### src/rtl/if_fetch_ctrl_if.sv
// rtl/if_fetch_ctrl_if.sv - instruction-memory request/response handshake bundle
interface if_fetch_ctrl_if;
    logic        im_req;
    logic [31:0] im_addr;
    logic        im_ready;
    logic        im_rvalid;
    logic [31:0] im_rdata;

    modport master (
        output im_req,
        output im_addr,
        input  im_ready,
        input  im_rvalid,
        input  im_rdata
    );

    modport slave (
        input  im_req,
        input  im_addr,
        output im_ready,
        output im_rvalid,
        output im_rdata
    );
endinterface

### src/rtl/if_fetch_ctrl.sv
// rtl/if_fetch_ctrl.sv - instruction-fetch controller; IF_PERF_EN enables fetch/stall counters
module if_fetch_ctrl (
    input  logic                  clk,
    input  logic                  rst,
    input  logic [31:0]           pc_in,
    output logic                  pc_stall,
    input  logic                  redirect,
    input  logic                  id_stall,
    if_fetch_ctrl_if.master       im,
    output logic                  inst_valid,
    output logic [31:0]           inst_out,
    output logic [31:0]           inst_pc,
    output logic [31:0]           fetch_cnt,
    output logic [31:0]           stall_cnt
);
    localparam logic [31:0] NOP = 32'h0000_0013;

    typedef enum logic [1:0] {S_REQ, S_WAIT, S_HOLD, S_DROP} state_t;

    state_t      state_q, state_d;
    logic [31:0] req_pc_q, req_pc_d;
    logic [31:0] inst_out_q, inst_out_d;
    logic [31:0] inst_pc_q, inst_pc_d;
    logic [31:0] skid_data_q, skid_data_d;
    logic [31:0] skid_pc_q, skid_pc_d;
    logic        inst_valid_q, inst_valid_d;
    logic        skid_valid_q, skid_valid_d;
    logic        load_out;

    assign im.im_req   = !rst && (state_q == S_REQ);
    assign im.im_addr  = pc_in;
    assign pc_stall    = rst || !(redirect || (state_q == S_WAIT && im.im_rvalid));

    assign inst_valid  = inst_valid_q;
    assign inst_out    = inst_out_q;
    assign inst_pc     = inst_pc_q;

    always_comb begin
        state_d      = state_q;
        req_pc_d     = req_pc_q;
        inst_out_d   = inst_out_q;
        inst_pc_d    = inst_pc_q;
        skid_data_d  = skid_data_q;
        skid_pc_d    = skid_pc_q;
        skid_valid_d = skid_valid_q;
        load_out     = 1'b0;
        // An entry survives only while decode holds it off.
        inst_valid_d = inst_valid_q && id_stall;

        if (redirect) begin
            inst_valid_d = 1'b0;
            skid_valid_d = 1'b0;
            case (state_q)
                S_WAIT:  state_d = im.im_rvalid ? S_REQ : S_DROP;
                S_REQ:   state_d = im.im_ready  ? S_DROP : S_REQ;
                default: state_d = S_REQ;
            endcase
        end else begin
            case (state_q)
                S_REQ: begin
                    if (im.im_ready) begin
                        state_d  = S_WAIT;
                        req_pc_d = pc_in;
                    end
                end
                S_WAIT: begin
                    if (im.im_rvalid) begin
                        if (!inst_valid_q || !id_stall) begin
                            load_out     = 1'b1;
                            inst_out_d   = im.im_rdata;
                            inst_pc_d    = req_pc_q;
                            inst_valid_d = 1'b1;
                            state_d      = S_REQ;
                        end else begin
                            skid_data_d  = im.im_rdata;
                            skid_pc_d    = req_pc_q;
                            skid_valid_d = 1'b1;
                            state_d      = S_HOLD;
                        end
                    end
                end
                S_HOLD: begin
                    if (!id_stall && skid_valid_q) begin
                        load_out     = 1'b1;
                        inst_out_d   = skid_data_q;
                        inst_pc_d    = skid_pc_q;
                        inst_valid_d = 1'b1;
                        skid_valid_d = 1'b0;
                        state_d      = S_REQ;
                    end
                end
                default: begin
                    if (im.im_rvalid) state_d = S_REQ;
                end
            endcase
        end
    end

    always_ff @(posedge clk or posedge rst) begin
        if (rst) begin
            state_q      <= S_REQ;
            req_pc_q     <= 32'd0;
            inst_out_q   <= NOP;
            inst_pc_q    <= 32'd0;
            inst_valid_q <= 1'b0;
            skid_data_q  <= 32'd0;
            skid_pc_q    <= 32'd0;
            skid_valid_q <= 1'b0;
        end else begin
            state_q      <= state_d;
            req_pc_q     <= req_pc_d;
            inst_out_q   <= inst_out_d;
            inst_pc_q    <= inst_pc_d;
            inst_valid_q <= inst_valid_d;
            skid_data_q  <= skid_data_d;
            skid_pc_q    <= skid_pc_d;
            skid_valid_q <= skid_valid_d;
        end
    end

`ifdef IF_PERF_EN
    logic [31:0] fetch_cnt_q, fetch_cnt_d;
    logic [31:0] stall_cnt_q, stall_cnt_d;

    always_comb begin
        fetch_cnt_d = fetch_cnt_q + {31'd0, load_out};
        stall_cnt_d = stall_cnt_q + {31'd0, pc_stall};
    end

    always_ff @(posedge clk or posedge rst) begin
        if (rst) begin
            fetch_cnt_q <= 32'd0;
            stall_cnt_q <= 32'd0;
        end else begin
            fetch_cnt_q <= fetch_cnt_d;
            stall_cnt_q <= stall_cnt_d;
        end
    end

    assign fetch_cnt = fetch_cnt_q;
    assign stall_cnt = stall_cnt_q;
`else
    logic perf_unused;
    assign perf_unused = load_out;
    assign fetch_cnt   = 32'd0;
    assign stall_cnt   = 32'd0;
`endif
endmodule
### src/flat_wrapper.sv
// flat-port wrapper written by rule: the top's interface ports become plain ports
module if_fetch_ctrl_flat 
  (clk, rst, pc_in, pc_stall, redirect, id_stall, inst_valid, inst_out, inst_pc, fetch_cnt, stall_cnt, im_im_req, im_im_addr, im_im_ready, im_im_rvalid, im_im_rdata);
  if_fetch_ctrl_if im_i ();
  input  logic clk;
  input  logic rst;
  input  logic [31:0] pc_in;
  output logic pc_stall;
  input  logic redirect;
  input  logic id_stall;
  output logic inst_valid;
  output logic [31:0] inst_out;
  output logic [31:0] inst_pc;
  output logic [31:0] fetch_cnt;
  output logic [31:0] stall_cnt;
  output wire logic [$bits(im_i.im_req)-1:0] im_im_req;
  output wire logic [$bits(im_i.im_addr)-1:0] im_im_addr;
  input wire logic [$bits(im_i.im_ready)-1:0] im_im_ready;
  input wire logic [$bits(im_i.im_rvalid)-1:0] im_im_rvalid;
  input wire logic [$bits(im_i.im_rdata)-1:0] im_im_rdata;
  assign im_im_req = im_i.im_req;
  assign im_im_addr = im_i.im_addr;
  assign im_i.im_ready = im_im_ready;
  assign im_i.im_rvalid = im_im_rvalid;
  assign im_i.im_rdata = im_im_rdata;
  if_fetch_ctrl u_core (.clk(clk), .rst(rst), .pc_in(pc_in), .pc_stall(pc_stall), .redirect(redirect), .id_stall(id_stall), .im(im_i), .inst_valid(inst_valid), .inst_out(inst_out), .inst_pc(inst_pc), .fetch_cnt(fetch_cnt), .stall_cnt(stall_cnt));
endmodule
### config.mk
export PLATFORM = sky130hd
export DESIGN_NAME = if_fetch_ctrl_flat
export DESIGN_NICKNAME = d
export VERILOG_FILES = /design/src/rtl/if_fetch_ctrl_if.sv /design/src/rtl/if_fetch_ctrl.sv /design/src/flat_wrapper.sv
export SDC_FILE = /design/constraint.sdc
export NUM_CORES = 1
export LEC_CHECK = 0
export BUFFER_PORTS_ARGS = -buffer_cell sky130_fd_sc_hd__clkbuf_2
export CORE_MARGIN = 8
export CORE_UTILIZATION = 50
export CTS_CLUSTER_DIAMETER = 30
export DETAILED_ROUTE_END_ITERATION = 10
export HOLD_SLACK_MARGIN = 0.15
export PLACE_DENSITY = 0.75
export RECOVER_POWER = 100
export SETUP_SLACK_MARGIN = 0.2
export SKIP_LAST_GASP = 1
export SYNTH_ARGS = -nofsm -noshare
export SYNTH_HDL_FRONTEND = slang
export SYNTH_SLANG_ARGS = --single-unit
### constraint.sdc
create_clock -name clk -period 14.7 [get_ports clk]
set_input_delay 0.735 -clock clk [delete_from_list [all_inputs] [get_ports clk]]
set_output_delay 0.735 -clock clk [all_outputs]
set_load 0.005 [all_outputs]
==> impl_metrics.env, run 1 <==
export IMPL_finClkSkew_ns=0.00691
export IMPL_numCtsBuffers=17
export IMPL_grt_max_degree=102
export IMPL_max_clock_freq_ghz=0.154
export IMPL_synth_xor_area_share_pct=0
export IMPL_drcViolationCount=0
export IMPL_rsz0062_at_grt="no"
export IMPL_maxSlewViolCount=463
export IMPL_setup_ws_ns=8.21
export IMPL_synth_distinct_cells=29
export IMPL_post_cts_buffers=0
export IMPL_cp_arrival_ns=6.62
export IMPL_worst_path_buf_inv=3
export IMPL_critPathSlowestCell="clkbuf_1"
export IMPL_drtAntennaViolNets=0
export IMPL_max_slew_margin_pct=-194
export IMPL_start_kind="flip-flop"
export IMPL_num_vias=4832
export IMPL_grt_use_met2_pct=28.0
export IMPL_critPathMaxStageDelay_ns=2.46
export IMPL_total_power_w=0.00178
export IMPL_worstPathCellList="inv_1 -> ha_1 -> and3_1 -> a2111oi_0 -> clkbuf_1 -> clkbuf_1 -> a21oi_1"
export IMPL_seq_power_share_pct=44.6
export IMPL_synth_area_mux_share_pct=22.2
export IMPL_cpLargestDelayFamily="buffers and inverters"
export IMPL_routed_wl_mm=15.9
export IMPL_syn_inst=627
export IMPL_reg2reg_setup_slack_ns=8.21
export IMPL_power_density_nw_per_um2=205
export IMPL_setup_viol=0
export IMPL_synth_top_family_by_area="multiplexers"
export IMPL_use_met3_pct=5.04
export IMPL_diodes=0
export IMPL_netlist_area_um2=7890
export IMPL_layout_drive_gt1_share_pct=26.1
export IMPL_yosysWarnings=0
export IMPL_die_y_um=142
export IMPL_drtIter0Drc=224
export IMPL_final_common_cell="dfrtp_1"
export IMPL_cts_root_buffer="clkbuf_16"
export IMPL_end_kind="flip-flop"
export IMPL_cts_resized=0
export IMPL_path_clk_slew_ns=0.06
export IMPL_synth_simple_area_share_pct=4.14
export IMPL_worst_pin_slew_ns=4.38
export IMPL_cap_viol_max_count=8
export IMPL_row_count=46
export IMPL_dp_hpwl_mm=11.1
export IMPL_p_leak_nw=4.01
export IMPL_ir_worst_vdd_mv=0.0831
export IMPL_p_int_w=0.00120
export IMPL_drt_pass1_iter_count=4
export IMPL_port_buffers=168
export IMPL_violations="max-capacitance violations, max-slew violations"
export IMPL_clkSinkCount=164
export IMPL_synth_seq_cells=164
export IMPL_whs_ns=0.484
export IMPL_ys_seq_area_share_pct=52.1
export IMPL_p_sw_w=0.000579
export IMPL_share_comb_of_total_power_pct=31.3
export IMPL_postSynthAreaPerCell_um2=12.6
export IMPL_clk_latency_ns=0.42
export IMPL_cts_hold_buf=0
export IMPL_grt_pass1_wl_mm=25.8
export IMPL_overflow=0
export IMPL_clockPowerShare_pct=24.0
export IMPL_grt_antenna_before_repair=1
export IMPL_synth_fa_ha_area_share_pct=0.793
export IMPL_required_ns=14.83
export IMPL_post_place_ws_ns=11.49
export IMPL_coreArea_um2=15700
export IMPL_chipWidth_um=142
export IMPL_min_period_over_period_pct=44.2
export IMPL_cts_tree="yes"
export IMPL_nets=829
export IMPL_globalplace_congestion=0.781
export IMPL_grt_pass1_vias=5202
export IMPL_cp_common_cell="clkbuf_1"
export IMPL_ios=233
export IMPL_cp_max_fo=66
export IMPL_wl_per_cell_um=16.2
export IMPL_busiest_layer="met2"
export IMPL_crit_type="flip-flop to flip-flop"
export IMPL_final_cell_mix="161 x dfrtp_1, 93 x clkbuf_1, 81 x clkbuf_2, 67 x nor2_1, 66 x mux2i_1"
export IMPL_fin_crit_ns=6.49
export IMPL_sw_frac_of_total_pct=32.6
export IMPL_hold_violations=0
export IMPL_dieArea_um2=20100
export IMPL_syn_to_final_growth_pct=10.2
export IMPL_synth_compound_area_share_pct=7.91
export IMPL_htree_levels=4
export IMPL_status="finished with violations"
export IMPL_grt_total_usage_pct=16.2
export IMPL_tns_ns=0
export IMPL_use_met1_pct=18.3
export IMPL_start_util_pct=50.4
export IMPL_hold_class="flip-flop to flip-flop"
export IMPL_avgViaCountPerCell=4.92
export IMPL_clockBufferDepth=2
-- routing by layer --
metal,part of all wire (%),vias to the layer above
li1,-,2240
met1,41,2380
met2,49,188
met3,8.0,22
met4,1.4,2
met5,0.069,-
-- path summary, 6_finish.rpt --
| kind | startpoint | end | cells past startpoint |
|---|---|---|---|
| setup / recovery | u_core.state_q[1] | u_core.inst_pc[26] | 7 |
| max in group asynchronous | rst | u_core.inst_pc[13] | 3 |
| hold reg to reg | u_core.skid_pc_q[5] | u_core.skid_pc_q[5] | 1 |
| hold / removal | u_core.skid_pc_q[5] | u_core.skid_pc_q[5] | 1 |
| min in group asynchronous | rst | u_core.req_pc_q[2] | 2 |
| setup reg to reg | u_core.state_q[1] | u_core.inst_pc[26] | 7 |
-- worst reg2reg max path: stages (launching register included) --
cell	delay, ns
dfrtp_1	0.37
inv_1	0.10
ha_1	0.26
and3_1	0.19
a2111oi_0	0.36
clkbuf_1	2.17
clkbuf_1	2.48
a21oi_1	0.29
-- cell families after synthesis --
| family | Yosys count |
|---|---|
| fa+ha+maj | 5 |
| mux | 163 |
| buf+inv | 136 |
| flops | 164 |
| simple gates | 79 |
| other cells | 1 |
| compound gates | 79 |
-- sequential cells by signal, summed over array words and instances, names as in the netlist --
signal / cells
u_core.inst_out: 32
u_core.inst_pc: 32
u_core.inst_valid: 1
u_core.req_pc_q: 32
u_core.skid_data_q: 32
u_core.skid_pc_q: 32
u_core.skid_valid_q: 1
u_core.state_q: 2
-- power groups by stage --
stage / clock network [W] / logic [W] / registers (W)
after floorplan: 0 / 0.000423 / 0.000776
after global placement: 0 / 0.000555 / 0.000785
after detailed placement: 0 / 0.000583 / 0.000802
after CTS: 0.000438 / 0.000585 / 0.000794
after global routing: 0.000456 / 0.000626 / 0.000822
final: 0.000427 / 0.000558 / 0.000794
-- cell type report --
cell class	count	area, um2
Clock buffer	22	464
Clock inverter	9	105
Fill cell	1391	6960
Inverter	8	31.3
Multi-Input combinational cell	390	2970
Sequential cell	164	4110
Tap cell	216	270
Timing Repair Buffer	173	751
-- per-stage QoR --
stage	std cells	util (%)	cell area (um2)
2_1_floorplan	690	-	8130
3_3_place_gp	951	53.1	8320
3_5_place_dp	951	53.1	8320
4_1_cts	982	56.8	8880
5_1_grt	982	55.5	8690
6_report	982	55.5	8690
-- synthesized netlist by cell type (all sizes together) --
| cell | n | area share [%] |
|---|---|---|
| nor2b | 1 | 0.079 |
| buf | 124 | 12 |
| nor2 | 67 | 3.2 |
| inv | 8 | 0.38 |
| nor4b | 1 | 0.11 |
| dfrtp | 161 | 51 |
| a21oi | 71 | 6.9 |
| nand3 | 2 | 0.13 |
| a2111oi | 1 | 0.35 |
| conb | 1 | 0.048 |
| a21o | 1 | 0.095 |
| and3 | 1 | 0.079 |
| o211a | 1 | 0.13 |
| o31a | 2 | 0.22 |
| o21ai | 2 | 0.13 |
| mux2 | 97 | 14 |
| ha | 5 | 0.79 |
| a211o | 1 | 0.11 |
| mux2i | 66 | 8.4 |
| clkbuf | 4 | 0.19 |
| nand2b | 1 | 0.079 |
| nand2 | 3 | 0.14 |
| nor3 | 3 | 0.33 |
| dfstp | 3 | 1.0 |
No activity file was read; power rests on OpenSTA's default activity.
==> inputs of run 2 (changes only) <==
- ABC_AREA: default -> 1
- CORE_UTILIZATION: 50 -> 48
- PLACE_DENSITY: 0.75 -> 0.74
- clock period: 14.7 -> 5.9 ns (I/O delays scaled with it)
==> run 2 against run 1 <==
Net effect:
- the run still ends with max-capacitance violations, max-slew violations left
- sequential share of layout area shrank 4.8 points
- clock skew grew 0.0050 ns
- clock power grew 150%
- critical endpoint is now u_core.skid_pc_q[4]
- largest power group unchanged
==> impl_metrics.env, run 2 <==
export IMPL_status="finished with violations"
export IMPL_grt_pass1_wl_mm=32.5
export IMPL_diodes=0
export IMPL_required_ns=6.14
export IMPL_overflow=0
export IMPL_die_y_um=149
export IMPL_port_buffers=168
export IMPL_routed_wl_mm=19.6
export IMPL_grt_antenna_before_repair=0
export IMPL_start_kind="flip-flop"
export IMPL_grt_max_degree=94
export IMPL_yosysWarnings=0
export IMPL_cap_viol_max_count=4
export IMPL_ys_seq_area_share_pct=48.5
export IMPL_synth_seq_cells=164
export IMPL_yosysTopAreaCell="dfrtp_1"
export IMPL_busiest_layer="met2"
export IMPL_synth_distinct_cells=27
export IMPL_grt_use_met2_pct=29.9
export IMPL_syn_inst=965
export IMPL_ios=233
export IMPL_final_common_cell="nand2_1"
export IMPL_layout_drive_gt1_share_pct=17.4
export IMPL_end_kind="flip-flop"
export IMPL_cp_max_fo=68
export IMPL_use_met1_pct=22.4
export IMPL_grt_pass1_vias=6537
export IMPL_max_clock_freq_ghz=0.280
export IMPL_drtAntennaViolNets=0
export IMPL_max_slew_margin_pct=-85.3
export IMPL_grt_total_usage_pct=18.0
export IMPL_worst_pin_slew_ns=2.78
export IMPL_async_flop_share_pct=100
export IMPL_htree_levels=4
export IMPL_syn_to_final_growth_pct=14.4
export IMPL_cts_tree="yes"
export IMPL_start_util_pct=48.9
export IMPL_worst_path_buf_inv=3
export IMPL_setup_viol=0
export IMPL_wl_per_cell_um=14.4
export IMPL_power_density_nw_per_um2=463
export IMPL_yosysMostFrequentCell="nand2_1"
export IMPL_fin_area_um2=9680
export IMPL_cpLargestDelayFamily="simple AND/OR/NAND/NOR gates"
export IMPL_critPathMaxStageDelay_ns=1.18
export IMPL_drt_pass1_iter_count=6
export IMPL_hold_class="input pin to flip-flop"
export IMPL_p_leak_nw=4.87
export IMPL_dpl_cell_area_um2=8680
export IMPL_netlist_area_um2=8470
export IMPL_reg2reg_setup_slack_ns=2.32
export IMPL_multi_input_area_um2=3070
export IMPL_path_clk_slew_ns=0.06
export IMPL_crit_type="flip-flop to flip-flop"
export IMPL_clkSinkCount=164
export IMPL_row_count=48
export IMPL_clk_latency_ns=0.42
export IMPL_worstPathCellList="inv_1 -> ha_1 -> nand2_1 -> inv_1 -> nand2_1 -> clkbuf_2 -> o21ai_0"
export IMPL_final_cell_mix="284 x nand2_1, 161 x dfrtp_1, 128 x o21ai_0, 92 x clkbuf_2, 82 x clkbuf_1"
export IMPL_nets=1204
export IMPL_cts_resized=0
export IMPL_fillers=1603
export IMPL_coreArea_um2=17300
export IMPL_ys_flop_type="dfrtp_1"
export IMPL_yosys_top_cells_area="dfrtp_1 48%, nand2_1 13%, buf_4 9.4%"
export IMPL_min_period_over_period_pct=60.6
export IMPL_use_met3_pct=4.82
export IMPL_hold_violations=0
export IMPL_synth_top_area_share_pct=47.6
export IMPL_violations="max-capacitance violations, max-slew violations"
export IMPL_synth_edf_count=0
export IMPL_cts_root_buffer="clkbuf_16"
export IMPL_tns_ns=0
export IMPL_num_vias=6437
export IMPL_numCtsBuffers=17
export IMPL_dieArea_um2=22100
export IMPL_globalplace_congestion=0.796
export IMPL_chipWidth_um=149
export IMPL_cp_arrival_ns=3.81
export IMPL_finClkSkew_ns=0.0119
export IMPL_ff_latch_area_um2=4110
export IMPL_fin_crit_ns=3.58
export IMPL_drtIter0Drc=345
export IMPL_maxSlewViolCount=269
export IMPL_ir_worst_vdd_mv=0.219
export IMPL_avgViaCountPerCell=4.71
export IMPL_clockBufferDepth=2
export IMPL_postSynthAreaPerCell_um2=8.77
export IMPL_drcViolationCount=0
export IMPL_rsz0062_at_grt="no"
export IMPL_critPathSlowestCell="nand2_1"
export IMPL_synth_top_cells_by_count="284 x nand2_1, 161 x dfrtp_1, 106 x buf_4"
export IMPL_dp_hpwl_mm=12.3
==> run 2: cell types whose count changed after synthesis, sizes merged, moves of 2 or more <==
cell,delta
nor2,-26
o21ai,+129
o31a,-2
nor3,-3
mux2i,-66
nand3,+70
buf,+22
mux2,-97
a21oi,-37
inv,+69
nand2,+284
==> run 2: cell families after synthesis <==
family	share of synthesized area [%]
AND/OR/NAND/NOR	22.8
flip-flops	48.5
buffers and inverters	18.0
AO/OA/AOI/OAI	9.89
other	0.0443
adder cells (fa/ha/maj)	0.739
==> run 2: final cells by class <==
cell class | count | area share (%)
flip-flops and latches | 164 | 42.4
multi-input cells | 635 | 31.7
repair buffers | 233 | 14.1
clock buffers | 24 | 4.97
inverters | 78 | 3.13
well taps | 225 | 2.91
clock inverters | 8 | 0.788
==> run 2: metal layers <==
metal,vias to the layer above,routed length (um)
met5,-,0
met4,0,272
met3,23,1320
met2,190,9430
met1,3024,8600
li1,3200,-
==> run 2: final timing paths <==
kind	from	to	cells after the start
setup reg to reg	u_core.state_q[1]	u_core.skid_pc_q[4]	7
setup / recovery	u_core.state_q[1]	u_core.skid_pc_q[4]	7
hold reg to reg	u_core.inst_out[4]	u_core.inst_out[4]	2
hold / removal	pc_in[11]	u_core.req_pc_q[11]	3
min in group asynchronous	rst	u_core.inst_valid	3
max in group asynchronous	rst	u_core.inst_pc[26]	4
==> run 2: repair_timing <==
item                                   CTS  global route
endpoints found under the hold margin  145             0
hold buffers                            57             0
setup buffers                            0             0
==> run 2: metrics by stage <==
stage               util [%]  total power [W]  std cells  worst slack [ns]  hold WS [ns]
floorplan                  -          0.00315       1028              1.16         0.443
finish                  56.0          0.00448       1367              2.32         0.169
global placement        50.2          0.00343       1278              3.47         0.454
global route            56.0          0.00484       1367              1.78         0.169
detailed placement      50.2          0.00350       1278              3.43         0.458
CTS                     56.7          0.00461       1367              3.41         0.150
==> run 2: power breakdown <==
group | total (W) | internal [W] | switching, W
Combinational | 0.00151 | 0.000534 | 0.000972
Sequential | 0.00192 | 0.00165 | 0.000266
Clock | 0.00106 | 0.000614 | 0.000441
Total | 0.00448 | 0.00280 | 0.00168
==> run 2: worst reg2reg max path: stages, from the launching register on <==
cell and delay (ns):
dfrtp_1 0.38, inv_1 0.09, ha_1 0.25, nand2_1 0.08, inv_1 0.04, nand2_1 1.18, clkbuf_2 1.14, o21ai_0 0.23
==> inputs of run 3 (changes only) <==
- CORE_UTILIZATION: 48 -> 50
- clock period: 5.9 -> 3.6 ns (I/O delays scaled with it)
==> run 3 against run 2 <==
Net effect:
- largest cell class unchanged
- design area increased by 1.1%
- setup slack got worse by 1.4 ns
- the flow now finishes without violations
- critical path type unchanged
- final cell count increased by 0.15%
==> impl_metrics.env, run 3 (synthesis results as in run 2) <==
export IMPL_grt_pass1_vias=6552
export IMPL_drtAntennaViolNets=0
export IMPL_worst_path_buf_inv=3
export IMPL_fin_cells=1369
export IMPL_sw_frac_of_total_pct=37.1
export IMPL_final_common_cell="nand2_1"
export IMPL_fin_crit_ns=2.68
export IMPL_ir_worst_vdd_mv=0.435
export IMPL_path_depth=7
export IMPL_critPathSlowestCell="clkbuf_2"
export IMPL_end_kind="flip-flop"
export IMPL_critPathMaxStageDelay_ns=0.98
export IMPL_max_clock_freq_ghz=0.374
export IMPL_setup_ws_ns=0.925
export IMPL_crit_end="u_core.skid_data_q[1]"
export IMPL_grt_total_usage_pct=18.1
export IMPL_ff_latch_area_um2=4110
export IMPL_worstPathCellList="inv_1 -> ha_1 -> nand2_1 -> inv_1 -> nand2_4 -> clkbuf_2 -> o21ai_0"
export IMPL_crit_type="flip-flop to flip-flop"
export IMPL_min_period_over_period_pct=74.3
export IMPL_seq_power_share_pct=42.5
export IMPL_syn_to_final_growth_pct=15.6
export IMPL_max_slew_margin_pct=7.85
export IMPL_worst_pin_slew_ns=1.38
export IMPL_fillers=1458
export IMPL_dieArea_um2=21400
export IMPL_whs_ns=0.219
export IMPL_drt_pass1_iter_count=5
export IMPL_multi_input_area_um2=3080
export IMPL_path_clk_slew_ns=0.06
export IMPL_routed_wl_mm=19.4
export IMPL_cpLargestDelayFamily="buffers and inverters"
export IMPL_cts_root_buffer="clkbuf_16"
export IMPL_r2r_start="u_core.state_q[1]"
export IMPL_rr_worst_depth=7
export IMPL_globalplace_congestion=0.792
export IMPL_rsz0062_at_grt="no"
export IMPL_coreArea_um2=16600
export IMPL_nets=1213
export IMPL_drcViolationCount=0
export IMPL_cp_max_fo=70
export IMPL_regToRegEndpoint="u_core.skid_data_q[1]"
export IMPL_p_leak_nw=4.90
export IMPL_status="completed"
export IMPL_p_sw_w=0.00273
export IMPL_tns_ns=0
export IMPL_crit_start="u_core.state_q[1]"
export IMPL_ios=233
export IMPL_avgViaCountPerCell=4.76
export IMPL_clk_latency_ns=0.41
export IMPL_dp_cells=1273
export IMPL_hold_violations=0
export IMPL_cts_tree="yes"
export IMPL_hold_class="input pin to flip-flop"
export IMPL_numCtsBuffers=17
export IMPL_maxSlewViolCount=0
export IMPL_cp_arrival_ns=2.91
export IMPL_wl_per_cell_um=14.2
export IMPL_finClkSkew_ns=0.00615
export IMPL_diodes=0
export IMPL_power_density_nw_per_um2=752
export IMPL_chipWidth_um=146
export IMPL_clockPowerShare_pct=23.8
export IMPL_min_from="id_stall"
export IMPL_reg2reg_setup_slack_ns=0.92
export IMPL_start_kind="flip-flop"
export IMPL_dp_hpwl_mm=12.0
export IMPL_final_cell_mix="283 x nand2_1, 161 x dfrtp_1, 129 x o21ai_0, 91 x clkbuf_1, 82 x clkbuf_2"
export IMPL_die_y_um=146
export IMPL_grt_antenna_before_repair=0
export IMPL_num_vias=6522
export IMPL_port_buffers=168
export IMPL_start_util_pct=51.0
export IMPL_clockBufferDepth=2
export IMPL_required_ns=3.84
export IMPL_share_comb_of_total_power_pct=33.7
export IMPL_row_count=47
export IMPL_final_util_pct=59.0
export IMPL_setup_viol=0
export IMPL_cap_viol_max_count=0
export IMPL_cp_common_cell="inv_1"
export IMPL_overflow=0
export IMPL_grt_pass1_wl_mm=32.6
export IMPL_grt_max_degree=94
export IMPL_htree_levels=4
export IMPL_clkSinkCount=164
export IMPL_p_int_w=0.00463
export IMPL_drtIter0Drc=458
export IMPL_layout_drive_gt1_share_pct=16.4
export IMPL_post_place_ws_ns=1.22
run 3: cell count changes in the layout (fill, tap and decap cells not counted), sizes merged:
| cell | before | now |
|---|---|---|
| buf | 6 | 3 |
| bufinv | 1 | 2 |
| clkbuf | 194 | 193 |
| clkinv | 4 | 7 |
| dlygate4sd3 | 57 | 66 |
| inv | 78 | 76 |
run 3: tightest hold or removal path: cells and delay by family:
family                 cells  cell delay (ns)
AOI/OAI and AO/OA          1             0.08
buffers and inverters      2             0.13
and+or+nand+nor            2             0.19
run 3: cell type report:
class / count / area share [%]
Timing Repair Buffer: 242 / 15.0
Tap cell: 220 / 2.81
Inverter: 78 / 3.05
Clock inverter: 10 / 1.11
Multi-Input combinational cell: 635 / 31.4
Sequential cell: 164 / 42.0
Clock buffer: 20 / 4.67
run 3: power groups by stage:
stage	Clock (W)	Combinational (W)	Sequential, W
global placement	0	0.00250	0.00313
CTS	0.00179	0.00265	0.00313
finish	0.00175	0.00248	0.00313
floorplan	0	0.00205	0.00311
global route	0.00187	0.00287	0.00323
detailed placement	0	0.00259	0.00315
run 3: routing by layer:
metal,part of all wire [%],GRT usage (%)
met5,0,0
met4,1.7,6.13
met3,6.3,5.66
met1,43,22.2
met2,49,29.8
run 3: worst min-delay path by stage:
stage	end	slack, ns	cells after the start
3_3_place_gp	u_core.skid_valid_q	0.29	2
5_1_grt	u_core.inst_valid	0.26	5
3_5_place_dp	u_core.inst_valid	0.30	2
6_report	u_core.inst_valid	0.22	5
2_1_floorplan	u_core.skid_data_q[0]	0.33	2
4_1_cts	u_core.inst_valid	0.20	5
run 3: what timing repair did:
action | in CTS | in global routing
buffers inserted | 0 | 0
gates resized for setup | 0 | 0
hold buffers | 66 | 0
endpoints found under the hold margin | 103 | 0
endpoints found under the setup margin | 0 | 0
run 3: per-stage QoR:
stage	power [W]	cell area, um2
3_3_place_gp	0.00563	8710
3_5_place_dp	0.00574	8710
6_report	0.00736	9790
5_1_grt	0.00797	9790
2_1_floorplan	0.00516	8710
4_1_cts	0.00758	9940
